**src/rtl/wb_cmd_initiator.sv**
```systemverilog
// wb_cmd_initiator: Wishbone classic single-transfer initiator.
// Commands arrive on a valid/ready stream into a small FIFO. Each command
// becomes one Wishbone cycle, and each cycle returns one response on a
// valid/ready stream, in command order.
// Optional feature macro: WB_INIT_TIMEOUT_EN enables the ack timeout and
// abort path. Without it, BUS waits for ack indefinitely and rsp_err is 0.
// Ports:
//   clk, rst_n                      clock, async active-low reset
//   cmd_valid/ready, cmd_we/adr/dat/sel   command stream (input)
//   rsp_valid/ready, rsp_dat/err    response stream (output)
//   wbm_cyc_o/stb_o/we_o/adr_o/dat_o/sel_o, wbm_dat_i/ack_i   Wishbone master
//   busy                            FIFO non-empty or FSM not idle
module wb_cmd_initiator #(
  parameter int unsigned FIFO_DEPTH = 4,
  parameter int unsigned TSIZE      = 8,
  parameter int unsigned TIMEOUT    = 255
) (
  input  logic        clk,
  input  logic        rst_n,
  input  logic        cmd_valid,
  output logic        cmd_ready,
  input  logic        cmd_we,
  input  logic [31:0] cmd_adr,
  input  logic [31:0] cmd_dat,
  input  logic [3:0]  cmd_sel,
  output logic        rsp_valid,
  input  logic        rsp_ready,
  output logic [31:0] rsp_dat,
  output logic        rsp_err,
  output logic        wbm_cyc_o,
  output logic        wbm_stb_o,
  output logic        wbm_we_o,
  output logic [31:0] wbm_adr_o,
  output logic [31:0] wbm_dat_o,
  output logic [3:0]  wbm_sel_o,
  input  logic [31:0] wbm_dat_i,
  input  logic        wbm_ack_i,
  output logic        busy
);

  localparam int unsigned PTR_W = $clog2(FIFO_DEPTH);
  localparam int unsigned CNT_W = PTR_W + 1;

  // Elaboration-time parameter sanity checks
  if (FIFO_DEPTH < 2 || (FIFO_DEPTH & (FIFO_DEPTH - 1)) != 0) begin : g_chk_depth
    $error("FIFO_DEPTH must be a power of 2 and at least 2");
  end
  if (64'(TIMEOUT) >= (64'd1 << TSIZE)) begin : g_chk_timeout
    $error("TIMEOUT must be below 2**TSIZE");
  end

  typedef struct packed {
    logic        we;
    logic [31:0] adr;
    logic [31:0] dat;
    logic [3:0]  sel;
  } cmd_t;

  typedef enum logic [1:0] {S_IDLE, S_BUS, S_RESP} state_t;

  // Command FIFO storage and pointers
  cmd_t             r_mem [FIFO_DEPTH];
  logic [PTR_W-1:0] r_wr_ptr, r_rd_ptr;
  logic [CNT_W-1:0] r_count;
  logic             r_cmd_ready;

  state_t      r_state;
  logic        r_cyc, r_we, r_rsp_valid, r_busy;
  logic [31:0] r_adr, r_dat, r_rsp_dat;
  logic [3:0]  r_sel;

  cmd_t        w_cmd_in, w_head;
  logic        w_push, w_pop, w_empty;
  logic [CNT_W-1:0] w_count_nxt;
  state_t      w_state_nxt;
  logic        w_cyc_nxt, w_we_nxt, w_rsp_valid_nxt;
  logic [31:0] w_adr_nxt, w_dat_nxt, w_rsp_dat_nxt;
  logic [3:0]  w_sel_nxt;

`ifdef WB_INIT_TIMEOUT_EN
  logic [TSIZE-1:0] r_tmo, w_tmo_nxt, w_tmo_inc;
  logic             r_rsp_err, w_rsp_err_nxt;
  assign w_tmo_inc = r_tmo + TSIZE'(1);
  assign rsp_err   = r_rsp_err;
`else
  assign rsp_err   = 1'b0;
`endif

  assign w_cmd_in = '{we: cmd_we, adr: cmd_adr, dat: cmd_dat, sel: cmd_sel};
  assign w_head   = r_mem[r_rd_ptr];
  assign w_empty  = (r_count == '0);
  // Admission depends only on the registered full flag
  assign w_push   = cmd_valid && r_cmd_ready;

  // FIFO data array (no reset needed on payload)
  always_ff @(posedge clk) begin
    if (w_push) r_mem[r_wr_ptr] <= w_cmd_in;
  end

  // Next-state and next-output logic
  always_comb begin
    w_state_nxt     = r_state;
    w_cyc_nxt       = r_cyc;
    w_we_nxt        = r_we;
    w_adr_nxt       = r_adr;
    w_dat_nxt       = r_dat;
    w_sel_nxt       = r_sel;
    w_rsp_valid_nxt = r_rsp_valid;
    w_rsp_dat_nxt   = r_rsp_dat;
    w_pop           = 1'b0;
`ifdef WB_INIT_TIMEOUT_EN
    w_tmo_nxt       = r_tmo;
    w_rsp_err_nxt   = r_rsp_err;
`endif
    case (r_state)
      S_IDLE: begin
        if (!w_empty) begin
          w_pop       = 1'b1;
          w_we_nxt    = w_head.we;
          w_adr_nxt   = w_head.adr;
          w_dat_nxt   = w_head.dat;
          w_sel_nxt   = w_head.sel;
          w_cyc_nxt   = 1'b1;
          w_state_nxt = S_BUS;
`ifdef WB_INIT_TIMEOUT_EN
          w_tmo_nxt   = '0;
`endif
        end
      end
      S_BUS: begin
        // Ack takes priority over a coincident timeout
        if (wbm_ack_i) begin
          w_cyc_nxt       = 1'b0;
          w_rsp_valid_nxt = 1'b1;
          w_rsp_dat_nxt   = r_we ? 32'h0 : wbm_dat_i;
          w_state_nxt     = S_RESP;
`ifdef WB_INIT_TIMEOUT_EN
          w_rsp_err_nxt   = 1'b0;
        end else begin
          w_tmo_nxt = w_tmo_inc;
          if (w_tmo_inc == TSIZE'(TIMEOUT)) begin
            w_cyc_nxt       = 1'b0;
            w_rsp_valid_nxt = 1'b1;
            w_rsp_dat_nxt   = 32'h0;
            w_rsp_err_nxt   = 1'b1;
            w_state_nxt     = S_RESP;
          end
`endif
        end
      end
      S_RESP: begin
        if (rsp_ready) begin
          w_rsp_valid_nxt = 1'b0;
          w_state_nxt     = S_IDLE;
        end
      end
      default: w_state_nxt = S_IDLE;
    endcase

    case ({w_push, w_pop})
      2'b10:   w_count_nxt = r_count + CNT_W'(1);
      2'b01:   w_count_nxt = r_count - CNT_W'(1);
      default: w_count_nxt = r_count;
    endcase
  end

  // State, FIFO pointer and output registers
  always_ff @(posedge clk or negedge rst_n) begin
    if (!rst_n) begin
      r_state     <= S_IDLE;
      r_wr_ptr    <= '0;
      r_rd_ptr    <= '0;
      r_count     <= '0;
      r_cmd_ready <= 1'b1;
      r_busy      <= 1'b0;
      r_cyc       <= 1'b0;
      r_we        <= 1'b0;
      r_adr       <= '0;
      r_dat       <= '0;
      r_sel       <= '0;
      r_rsp_valid <= 1'b0;
      r_rsp_dat   <= '0;
`ifdef WB_INIT_TIMEOUT_EN
      r_tmo       <= '0;
      r_rsp_err   <= 1'b0;
`endif
    end else begin
      r_state     <= w_state_nxt;
      if (w_push) r_wr_ptr <= r_wr_ptr + PTR_W'(1);
      if (w_pop)  r_rd_ptr <= r_rd_ptr + PTR_W'(1);
      r_count     <= w_count_nxt;
      r_cmd_ready <= (w_count_nxt != CNT_W'(FIFO_DEPTH));
      r_busy      <= (w_count_nxt != '0) || (w_state_nxt != S_IDLE);
      r_cyc       <= w_cyc_nxt;
      r_we        <= w_we_nxt;
      r_adr       <= w_adr_nxt;
      r_dat       <= w_dat_nxt;
      r_sel       <= w_sel_nxt;
      r_rsp_valid <= w_rsp_valid_nxt;
      r_rsp_dat   <= w_rsp_dat_nxt;
`ifdef WB_INIT_TIMEOUT_EN
      r_tmo       <= w_tmo_nxt;
      r_rsp_err   <= w_rsp_err_nxt;
`endif
    end
  end

  assign cmd_ready = r_cmd_ready;
  assign busy      = r_busy;
  assign wbm_cyc_o = r_cyc;
  assign wbm_stb_o = r_cyc;
  assign wbm_we_o  = r_we;
  assign wbm_adr_o = r_adr;
  assign wbm_dat_o = r_dat;
  assign wbm_sel_o = r_sel;
  assign rsp_valid = r_rsp_valid;
  assign rsp_dat   = r_rsp_dat;

endmodule

```
**config.mk**
```make
export PLATFORM = sky130hd
export DESIGN_NAME = wb_cmd_initiator
export DESIGN_NICKNAME = d
export VERILOG_FILES = /design/src/rtl/wb_cmd_initiator.sv
export SDC_FILE = /design/constraint.sdc
export NUM_CORES = 1
export LEC_CHECK = 0
export CORE_UTILIZATION = 49
export CTS_CLUSTER_DIAMETER = 100
export DETAILED_ROUTE_END_ITERATION = 8
export GPL_TIMING_DRIVEN = 0
export PLACE_DENSITY = 0.77
export SYNTH_ARGS = -nofsm -noshare
export SYNTH_HDL_FRONTEND = slang
export SYNTH_SLANG_ARGS = --single-unit
```
**constraint.sdc**
```tcl
create_clock -name clk -period 2.8 [get_ports clk]
set_input_delay 0.28 -clock clk [delete_from_list [all_inputs] [get_ports clk]]
set_output_delay 0.28 -clock clk [all_outputs]
set_load 0.02 [all_outputs]
```
==> results of run 1 <==
-- placed cells by master (no fill, tap or decap), types with 5 or more instances in the layout --
cell type and n:
nand2_1 38, buf_12 7, clkdlybuf4s50_1 210, bufinv_16 6, mux2_4 24, clkinv_2 6
ha_1 5, o21ai_0 34, nand2b_1 32, clkbuf_1 26, clkbuf_16 39, mux4_2 68
dfrtp_1 113, edfxtp_1 276, buf_6 9, buf_16 5, mux2_2 47, xnor2_1 5
-- power breakdown --
| group | internal (uW) | total [uW] | switching [uW] |
|---|---|---|---|
| Clock | 3180 | 5230 | 2050 |
| Combinational | 4190 | 7870 | 3680 |
| Sequential | 7850 | 8500 | 648 |
-- logic make-up (layout without fill, tap and decap cells) --
group	Yosys count	count (layout)	synth area share (%)
buffers and inverters	39	326	2.33
and+or+nand+nor	85	85	2.99
muxes	140	140	16.6
adders and majority gates	6	6	0.562
xor gates and xnor gates	6	6	0.357
AOI/OAI and AO/OA	37	37	1.30
other	1	1	0.0255
DFF	390	390	75.8
-- routing by layer --
metal / global-route usage (%) / vias up
met2: 32.0 / 185
met5: 0 / -
li1: - / 3266
met4: 4.82 / 2
met1: 24.8 / 3785
met3: 3.74 / 48
-- sequential cells by signal (all words and copies together), names as in the netlist --
register,cells
rsp_valid,1
wbm_adr_o,32
wbm_cyc_o,1
r_state,2
cmd_ready,1
wbm_dat_o,32
wbm_we_o,1
rsp_dat,32
r_count,3
r_mem,276
busy,1
wbm_sel_o,4
r_rd_ptr,2
r_wr_ptr,2
-- final timing paths --
path	depth (start not counted)	start	to
hold reg to reg	2	rsp_dat[21]	rsp_dat[21]
setup reg to reg	10	r_count[0]	busy
setup / recovery	10	r_count[0]	busy
min in group clk	3	wbm_dat_i[20]	rsp_dat[20]
max in group asynchronous	3	rst_n	cmd_ready
hold / removal	2	rst_n	wbm_dat_o[8]
-- synthesized netlist by cell type (all sizes together), types with 3 or more instances --
cell / instances
edfxtp: 276
buf: 20
mux4: 69
nor2: 4
o21ai: 34
xnor2: 5
ha: 5
nand2b: 32
clkbuf: 15
dfrtp: 113
mux2: 71
and3: 4
nand2: 39
inv: 3
-- worst max-delay path, stage by stage, from the launching register on --
cell and delay (ns):
dfrtp_1 0.46, nor3_1 0.21, or3_4 0.21, clkinv_8 0.13
buf_12 0.18, ha_1 0.21, fa_1 0.38, xnor2_1 0.13
nor2_1 0.11, xor2_1 0.23, nand4b_1 0.14
-- per-stage QoR --
step	setup TNS (ns)	setup WS [ns]	hold slack, ns
2_1_floorplan	0	0.0703	-0.0156
3_3_place_gp	-821.46	-3.69	0.464
3_5_place_dp	0	0.307	0.274
4_1_cts	0	0.305	0.310
5_1_grt	0	0.0923	0.337
6_report	0	0.333	0.310
-- final cells by class --
type	instances	area [sq um]	area share [%]
plain buffers	35	315	1.68
well taps	390	488	2.60
inverters	4	27.5	0.147
clock inverters	18	245	1.31
flip-flops and latches	390	11100	59.4
multi-input cells	275	3240	17.3
clock buffers	52	1040	5.57
repair buffers	217	2260	12.1
==> load_flow_metrics.sql, run 1 <==
INSERT INTO impl_metrics (metric_group, metric, value, unit) VALUES
('worst_setup_path', 'r2r_setup_slack', '0.33', 'ns'),
('clock_network', 'tritoncts_num_sinks', '390', ''),
('logic_synthesis', 'synth.ff_latch_count', '390', ''),
('floorplanning', 'io-pin-count', '213', ''),
('place', 'port_buffers', '211', ''),
('logic_synthesis', 'synth-edff-count', '276', ''),
('clock_network', 'cts_resized', '0', ''),
('grt', 'via_count_of_the_first_global_routing_pass', '7573', ''),
('clock_network', 'clock-root-buffer', 'clkbuf_16', ''),
('grt', 'groute.usage.overall', '18.8', '%'),
('clock_network', 'tritoncts_buffer_count', '39', ''),
('place', 'dp.final_hpwl', '17.2', 'mm'),
('worst_setup_path', 'worst-endpoint-arrival', '2.91', 'ns'),
('floorplanning', 'dieWidth', '175', 'um'),
('logic_synthesis', 'synthCells', '704', ''),
('logic_synthesis', 'async_flop_share', '29.2', '%'),
('sta', 'fmax', '405', 'MHz'),
('logic_synthesis', 'synth_area', '0.0147', 'sq mm'),
('logic_synthesis', 'synth_warnings', '0', ''),
('finish', 'drive_above_1_share', '23.1', '%'),
('finish', 'antenna_cells_inserted', '0', ''),
('place', 'place_area', '0.0175', 'sq mm'),
('logic_synthesis', 'synth_cell_type_count', '35', ''),
('worst_setup_path', 'cp-start-kind', 'flip-flop', ''),
('finish', 'final.fill_count', '2047', ''),
('floorplanning', 'design.core.area', '0.0296', 'sq mm'),
('sta', 'maxSlewViolCount', '0', ''),
('pwr', 'power_per_cell_area', '1150', 'mW/mm^2'),
('sta', 'worst_margin_pin_slew', '0.761', 'ns'),
('logic_synthesis', 'synthesis.area_per_instance', '20.9', 'sq um'),
('finish', 'finish.instance_area', '0.0188', 'sq mm'),
('routing', 'drt_iter0_drc', '433', ''),
('clock_network', 'ctsLongestPathBuffers', '3', ''),
('grt', 'grt_start_max_net_pins', '71', ''),
('routing', 'route.vias.total', '7286', ''),
('routing', 'routedWlPerCell', '20.5', 'um'),
('worst_setup_path', 'worst-setup-path-type', 'flip-flop to flip-flop', ''),
('place', 'place.detailed.instances', '1310', ''),
('clock_network', 'worstSkewPairLatency', '0.51', 'ns'),
('sta', 'clock_skew', '0.0147', 'ns'),
('clock_network', 'htreeDepth', '2', ''),
('routing', 'drt-vias-per-instance', '5.28', ''),
('run_status', 'outcome', 'complete, no violations', ''),
('routing', 'detailedRoute.firstPassIterationCount', '4', ''),
('pwr', 'total_leakage_power', '0.00670', 'uW'),
('floorplanning', 'die_area', '0.0307', 'sq mm'),
('logic_synthesis', 'synth_top_area_share', '56.4', '%'),
('sta', 'rsz_0062_raised_after_global_routing', 'no', ''),
('floorplanning', 'starting_density', '49.7', '%'),
('routing', 'met2RoutedLength', '14.7', 'mm'),
('worst_setup_path', 'cp_max_fo', '10', ''),
('routing', 'detail-route-antenna-nets', '0', ''),
('routing', 'met3_length', '1.44', 'mm'),
('routing', 'drt_drc_violations_left', '0', ''),
('worst_setup_path', 'timing.critical_path.required', '3.25', 'ns'),
('clock_network', 'tritoncts', 'built', ''),
('clock_network', 'cts_setup_buffers', '0', ''),
('finish', 'area_growth', '27.6', '%'),
('logic_synthesis', 'synthFlopType', 'edfxtp_1', ''),
('logic_synthesis', 'synth_nets', '816', ''),
('hold_path', 'holdCritPathClass', 'input port to asynchronous set/reset pin', ''),
('sta', 'timing_hold_violations_final', '0', ''),
('logic_synthesis', 'synthTopCellsByArea', 'edfxtp_1 56%, dfrtp_1 19%, mux4_2 10%', ''),
('finish', 'final_core_utilization', '63.5', '%'),
('sta', 'max_slew_margin', '49.3', '%'),
('clock_network', 'cts_hold_buffers', '1', ''),
('logic_synthesis', 'synthDominantAreaCellType', 'edfxtp_1', ''),
('routing', 'routed_wl', '28.3', 'mm'),
('clock_network', 'clk_pin_slew', '0.06', 'ns'),
('grt', 'antenna_violations_before_repair', '1', ''),
('routing', 'wirelength_met1', '11.5', 'mm');
Power figures use the tool's default switching activity.
==> run 2, diff against run 1 <==
--- a/config.mk
+++ b/config.mk
@@ -5,11 +5,11 @@
 export SDC_FILE = /design/constraint.sdc
 export NUM_CORES = 1
 export LEC_CHECK = 0
-export CORE_UTILIZATION = 49
+export CORE_UTILIZATION = 45
 export CTS_CLUSTER_DIAMETER = 100
 export DETAILED_ROUTE_END_ITERATION = 8
 export GPL_TIMING_DRIVEN = 0
-export PLACE_DENSITY = 0.77
+export PLACE_DENSITY = 0.72
 export SYNTH_ARGS = -nofsm -noshare
 export SYNTH_HDL_FRONTEND = slang
 export SYNTH_SLANG_ARGS = --single-unit
==> load_flow_metrics.sql, run 2 (synthesis results as in run 1) <==
INSERT INTO impl_metrics (metric_group, metric, value, unit) VALUES
('run_status', 'outcome', 'complete, no violations', ''),
('worst_setup_path', 'worstSetupEndpointType', 'flip-flop', ''),
('clock_network', 'tritoncts_buffer_count', '40', ''),
('clock_network', 'tritoncts_num_sinks', '390', ''),
('floorplanning', 'die_height', '183', 'um'),
('pwr', 'total_leakage_power', '0.00669', 'uW'),
('pwr', 'power_report.internal_total', '15100', 'uW'),
('worst_setup_path', 'worst-setup-path-type', 'flip-flop to flip-flop', ''),
('worst_setup_path', 'cpMaxStageDelayCell', 'dfrtp_1', ''),
('routing', 'routedWlPerCell', '19.9', 'um'),
('grt', 'groute.usage.overall', '17.5', '%'),
('worst_setup_path', 'timing.critical_path.cells', 'nor3_1 -> or3_4 -> clkinv_8 -> buf_12 -> ha_1 -> fa_1 -> xnor2_1 -> nor2_1 -> xor2_1 -> nand4b_1', ''),
('routing', 'detail-route-antenna-nets', '0', ''),
('routing', 'routed_wl', '28.5', 'mm'),
('place', 'place_area', '0.0175', 'sq mm'),
('floorplanning', 'io-pin-count', '213', ''),
('grt', 'grt_start_max_net_pins', '75', ''),
('sta', 'min_period', '2.47', 'ns'),
('clock_network', 'worstSkewPairLatency', '0.52', 'ns'),
('sta', 'timing_hold_violations_final', '0', ''),
('sta', 'rsz_0062_raised_after_global_routing', 'no', ''),
('grt', 'grt_overflow_total', '0', ''),
('pwr', 'power_frac_comb', '36.5', '%'),
('finish', 'finish.instance_area', '0.0188', 'sq mm'),
('pwr', 'share_seq_of_total_power', '39.6', '%'),
('sta', 'maxSlewViolCount', '0', ''),
('worst_setup_path', 'critical-path-max-stage-delay', '0.46', 'ns'),
('grt', 'grt_pass1_wl', '44.2', 'mm'),
('sta', 'max_slew_margin', '46.5', '%'),
('clock_network', 'htreeDepth', '2', ''),
('finish', 'layout.cells.most_common_list', '276 x edfxtp_1, 210 x clkdlybuf4s50_1, 113 x dfrtp_1', ''),
('finish', 'drive_above_1_share', '23.3', '%'),
('routing', 'drt_drc_violations_left', '0', ''),
('routing', 'top_sig_layer', 'met4', ''),
('finish', 'final.fill_count', '2417', ''),
('pwr', 'power_per_cell_area', '1140', 'mW/mm^2'),
('place', 'dp.final_hpwl', '17.6', 'mm'),
('clock_network', 'clock-root-buffer', 'clkbuf_16', ''),
('finish', 'antenna_cells_inserted', '0', ''),
('sta', 'fmax', '406', 'MHz'),
('floorplanning', 'starting_density', '46.1', '%'),
('place', 'port_buffers', '211', ''),
('finish', 'mostFrequentLayoutCell', 'edfxtp_1', ''),
('floorplanning', 'design.core.area', '0.0319', 'sq mm'),
('worst_setup_path', 'cp_max_fo', '10', ''),
('routing', 'wirelength_met1', '12.3', 'mm'),
('routing', 'met3_length', '1.27', 'mm'),
('routing', 'drt_iter0_drc', '384', ''),
('sta', 'final.hold.worst_slack', '0.259', 'ns'),
('floorplanning', 'std_cell_rows', '65', ''),
('floorplanning', 'dieWidth', '183', 'um'),
('clock_network', 'tritoncts', 'built', ''),
('place', 'place_congestion', '0.783', ''),
('sta', 'timing.final.crit_share', '88.0', '%'),
('clock_network', 'ctsLongestPathBuffers', '3', ''),
('worst_setup_path', 'r2r_setup_slack', '0.33', 'ns'),
('worst_setup_path', 'cp-start-kind', 'flip-flop', ''),
('worst_setup_path', 'timing.critical_path.required', '3.24', 'ns'),
('finish', 'largest_register_ff_count', '276', ''),
('floorplanning', 'die_area', '0.0334', 'sq mm'),
('routing', 'route.vias.total', '7229', ''),
('pwr', 'p_clk_share', '24.0', '%'),
('hold_path', 'holdCritPathClass', 'input port to asynchronous set/reset pin', ''),
('sta', 'worst_margin_pin_slew', '0.802', 'ns'),
('worst_setup_path', 'worst-endpoint-arrival', '2.91', 'ns'),
('finish', 'largest_register', 'r_mem', ''),
('pwr', 'irDropWorstVdd', '0.535', 'mV'),
('finish', 'final_nets', '1075', ''),
('worst_setup_path', 'critical_path_buf_inv_count', '2', ''),
('pwr', 'power.switching_fraction', '29.9', '%'),
('sta', 'setup_viol', '0', ''),
('pwr', 'p_switching', '6420', 'uW'),
('clock_network', 'cts_resized', '0', ''),
('routing', 'drt-vias-per-instance', '5.06', ''),
('finish', 'area_growth', '27.8', '%'),
('grt', 'antenna_violations_before_repair', '0', ''),
('routing', 'detailedRoute.firstPassIterationCount', '4', ''),
('clock_network', 'clk_pin_slew', '0.06', 'ns'),
('worst_setup_path', 'critical_path.top_delay_family', 'simple AND/OR/NAND/NOR gates', ''),
('routing', 'met2RoutedLength', '14.4', 'mm'),
('job', 'maxCapViolations', '0', ''),
('grt', 'via_count_of_the_first_global_routing_pass', '7683', ''),
('sta', 'clock_skew', '0.00825', 'ns');
## run 2: cell types whose count changed in the layout (fill, tap and decap cells not counted), sizes merged
cell and change:
inv +1, clkbuf +5, bufinv -4, clkinv +2
## run 2: final timing paths
check                      cells after the start          from             to
max                                           10    r_count[0]           busy
min                                            2         rst_n    rsp_dat[14]
max reg2reg                                   10    r_count[0]           busy
min reg2reg                                    2   rsp_dat[16]    rsp_dat[16]
max in group asynchronous                      3         rst_n  wbm_adr_o[19]
min in group clk                               3  wbm_dat_i[2]     rsp_dat[2]
## run 2: area by class of cell
class | count | area, sq um | area share (%)
Sequential cell | 390 | 11100 | 59.3
Multi-Input combinational cell | 275 | 3240 | 17.2
Timing Repair Buffer | 217 | 2240 | 11.9
Clock buffer | 57 | 1140 | 6.05
Tap cell | 435 | 544 | 2.90
Buffer | 35 | 315 | 1.68
Clock inverter | 17 | 146 | 0.779
Inverter | 4 | 27.5 | 0.147
## run 2: repair_timing
| action | CTS | global route |
|---|---|---|
| hold buffers | 1 | 0 |
| buffers inserted | 0 | 0 |
| hold endpoints to repair | 40 | 0 |
## run 2: power groups by stage
| stage | Clock, uW | Combinational, uW | Sequential [uW] |
|---|---|---|---|
| 2_1_floorplan | 0 | 4260 | 9370 |
| 3_3_place_gp | 0 | 7750 | 8680 |
| 3_5_place_dp | 0 | 7980 | 8600 |
| 4_1_cts | 5280 | 8000 | 8520 |
| 5_1_grt | 5490 | 8400 | 8660 |
| 6_report | 5150 | 7830 | 8490 |
## run 2: metal layers
metal	up-vias	global-route usage [%]
li1	3267	-
met1	3745	23.7
met2	178	29.4
met3	39	3.22
met4	0	4.44
met5	-	0
## run 2: per-stage QoR
step	util (%)	power (uW)	std cells	setup WS, ns	setup TNS [ns]
after floorplan	-	13600	704	0.0703	0
after global routing	58.9	22600	1430	0.164	0
after detailed placement	54.9	16600	1355	0.344	0
final	58.9	21500	1430	0.335	0
after global placement	54.4	16400	1350	-3.73	-835.09
after CTS	58.9	21800	1430	0.317	0
==> run 3, diff against run 2 <==
--- a/config.mk
+++ b/config.mk
@@ -5,11 +5,11 @@
 export SDC_FILE = /design/constraint.sdc
 export NUM_CORES = 1
 export LEC_CHECK = 0
-export CORE_UTILIZATION = 45
+export CORE_UTILIZATION = 40
 export CTS_CLUSTER_DIAMETER = 100
 export DETAILED_ROUTE_END_ITERATION = 8
 export GPL_TIMING_DRIVEN = 0
-export PLACE_DENSITY = 0.72
+export PLACE_DENSITY = 0.65
 export SYNTH_ARGS = -nofsm -noshare
 export SYNTH_HDL_FRONTEND = slang
 export SYNTH_SLANG_ARGS = --single-unit
==> load_flow_metrics.sql, run 3 (synthesis results as in run 1) <==
INSERT INTO impl_metrics (metric_group, metric, value, unit) VALUES
('floorplanning', 'dieWidth', '194', 'um'),
('clock_network', 'tritoncts', 'built', ''),
('routing', 'drt_drc_violations_left', '0', ''),
('sta', 'timing_hold_violations_final', '0', ''),
('sta', 'worst_margin_pin_slew', '0.804', 'ns'),
('grt', 'groute.usage.overall', '15.8', '%'),
('pwr', 'irDropWorstVdd', '0.657', 'mV'),
('worst_setup_path', 'timing.critical_path.required', '3.24', 'ns'),
('finish', 'final_core_utilization', '52.7', '%'),
('grt', 'grt_pass1_wl', '45.2', 'mm'),
('clock_network', 'cts_hold_buffers', '1', ''),
('job', 'maxCapViolations', '0', ''),
('worst_setup_path', 'worstSetupEndpointType', 'flip-flop', ''),
('finish', 'finish.instance_area', '0.0189', 'sq mm'),
('floorplanning', 'die_area', '0.0375', 'sq mm'),
('worst_setup_path', 'worst-setup-path-type', 'flip-flop to flip-flop', ''),
('floorplanning', 'starting_density', '41.0', '%'),
('floorplanning', 'design.core.area', '0.0358', 'sq mm'),
('finish', 'largest_register', 'r_mem', ''),
('worst_setup_path', 'cp_max_fo', '10', ''),
('sta', 'max_slew_margin', '46.4', '%'),
('routing', 'drt-vias-per-instance', '4.91', ''),
('clock_network', 'cts_setup_buffers', '0', ''),
('grt', 'grt_overflow_total', '0', ''),
('worst_setup_path', 'cp-start-kind', 'flip-flop', ''),
('sta', 'timing.final.crit_share', '87.8', '%'),
('floorplanning', 'die_height', '194', 'um'),
('run_status', 'outcome', 'complete, no violations', ''),
('grt', 'antenna_violations_before_repair', '2', ''),
('sta', 'fmax', '407', 'MHz'),
('finish', 'drive_above_1_share', '23.3', '%'),
('pwr', 'power_per_cell_area', '1140', 'mW/mm^2'),
('clock_network', 'worstSkewPairLatency', '0.52', 'ns'),
('sta', 'setup_viol', '0', ''),
('grt', 'via_count_of_the_first_global_routing_pass', '7714', ''),
('sta', 'maxSlewViolCount', '0', ''),
('clock_network', 'htreeDepth', '2', ''),
('sta', 'clock_skew', '0.0135', 'ns'),
('place', 'dp.final_hpwl', '17.7', 'mm'),
('routing', 'routedWlPerCell', '19.8', 'um'),
('routing', 'detail-route-antenna-nets', '0', ''),
('finish', 'layout.cells.most_common_list', '276 x edfxtp_1, 210 x clkdlybuf4s50_1, 113 x dfrtp_1', ''),
('finish', 'final_nets', '1076', ''),
('worst_setup_path', 'worst-endpoint-arrival', '2.90', 'ns'),
('finish', 'mostFrequentLayoutCell', 'edfxtp_1', ''),
('sta', 'min_period', '2.46', 'ns'),
('routing', 'routed_wl', '28.9', 'mm'),
('floorplanning', 'std_cell_rows', '69', ''),
('pwr', 'total_leakage_power', '0.00672', 'uW'),
('grt', 'grt_start_max_net_pins', '75', ''),
('finish', 'area_growth', '28.5', '%'),
('floorplanning', 'io-pin-count', '213', ''),
('pwr', 'final_power', '21600', 'uW'),
('routing', 'drt_iter0_drc', '297', ''),
('place', 'place_congestion', '0.721', ''),
('hold_path', 'holdCritPathClass', 'input port to asynchronous set/reset pin', ''),
('place', 'place_area', '0.0175', 'sq mm'),
('clock_network', 'tritoncts_buffer_count', '41', ''),
('clock_network', 'ctsLongestPathBuffers', '3', ''),
('clock_network', 'clk_pin_slew', '0.06', 'ns'),
('clock_network', 'clock-root-buffer', 'clkbuf_16', ''),
('finish', 'largest_register_ff_count', '276', ''),
('routing', 'detailedRoute.firstPassIterationCount', '4', ''),
('clock_network', 'tritoncts_num_sinks', '390', ''),
('place', 'port_buffers', '211', ''),
('sta', 'rsz_0062_raised_after_global_routing', 'no', ''),
('routing', 'route.vias.total', '7160', ''),
('clock_network', 'cts_resized', '0', '');
run 3: cell count changes in the layout (fill, tap and decap cells not counted), sizes merged:
cell / change
clkbuf: +7
clkinv: -2
clkinvlp: -2
diode: +1
inv: -1
run 3: through the flow:
stage,cells,setup TNS [ns],hold WS [ns],worst slack [ns]
2_1_floorplan,704,0,-0.0156,0.0703
3_3_place_gp,1376,-872.44,0.464,-3.92
3_5_place_dp,1381,0,0.257,0.325
4_1_cts,1458,0,0.275,0.303
5_1_grt,1458,0,0.300,0.115
6_report,1459,0,0.262,0.342
run 3: per-layer routing:
metal / GRT usage [%] / vias to the layer above / routed length (um)
met5: 0 / - / 13
li1: - / 3272 / -
met3: 4.24 / 37 / 1720
met2: 26.2 / 180 / 14400
met1: 20.6 / 3669 / 12400
met4: 4.00 / 2 / 453
run 3: final timing paths:
kind                              startpoint           end  slack [ns]  depth (start not counted)
worst max register to register    r_count[0]          busy        0.34                         10
worst min-delay path                   rst_n  wbm_dat_o[7]        0.26                          2
max in group asynchronous              rst_n     cmd_ready        1.75                          3
worst max-delay path              r_count[0]          busy        0.34                         10
min in group clk                wbm_dat_i[0]    rsp_dat[0]        0.33                          3
worst min register to register   rsp_dat[18]   rsp_dat[18]        0.48                          2
run 3: layout make-up:
class	instances	area [sq um]
Antenna cell	1	2.50
Buffer	35	315
Clock buffer	64	1210
Clock inverter	12	115
Fill cell	2880	16900
Inverter	4	27.5
Multi-Input combinational cell	275	3240
Sequential cell	390	11100
Tap cell	461	577
Timing Repair Buffer	217	2250
run 3: worst max-delay path, cell delays in order (launching register included):
cell,delay (ns)
dfrtp_1,0.46
nor3_1,0.21
or3_4,0.20
clkinv_8,0.13
buf_12,0.18
ha_1,0.21
fa_1,0.38
xnor2_1,0.13
nor2_1,0.11
xor2_1,0.22
nand4b_1,0.14
run 3: report_power, final:
group	switching (uW)	total, uW	internal, uW
clock network	2110	5280	3170
logic	3640	7820	4180
registers	631	8480	7850
total	6370	21600	15200
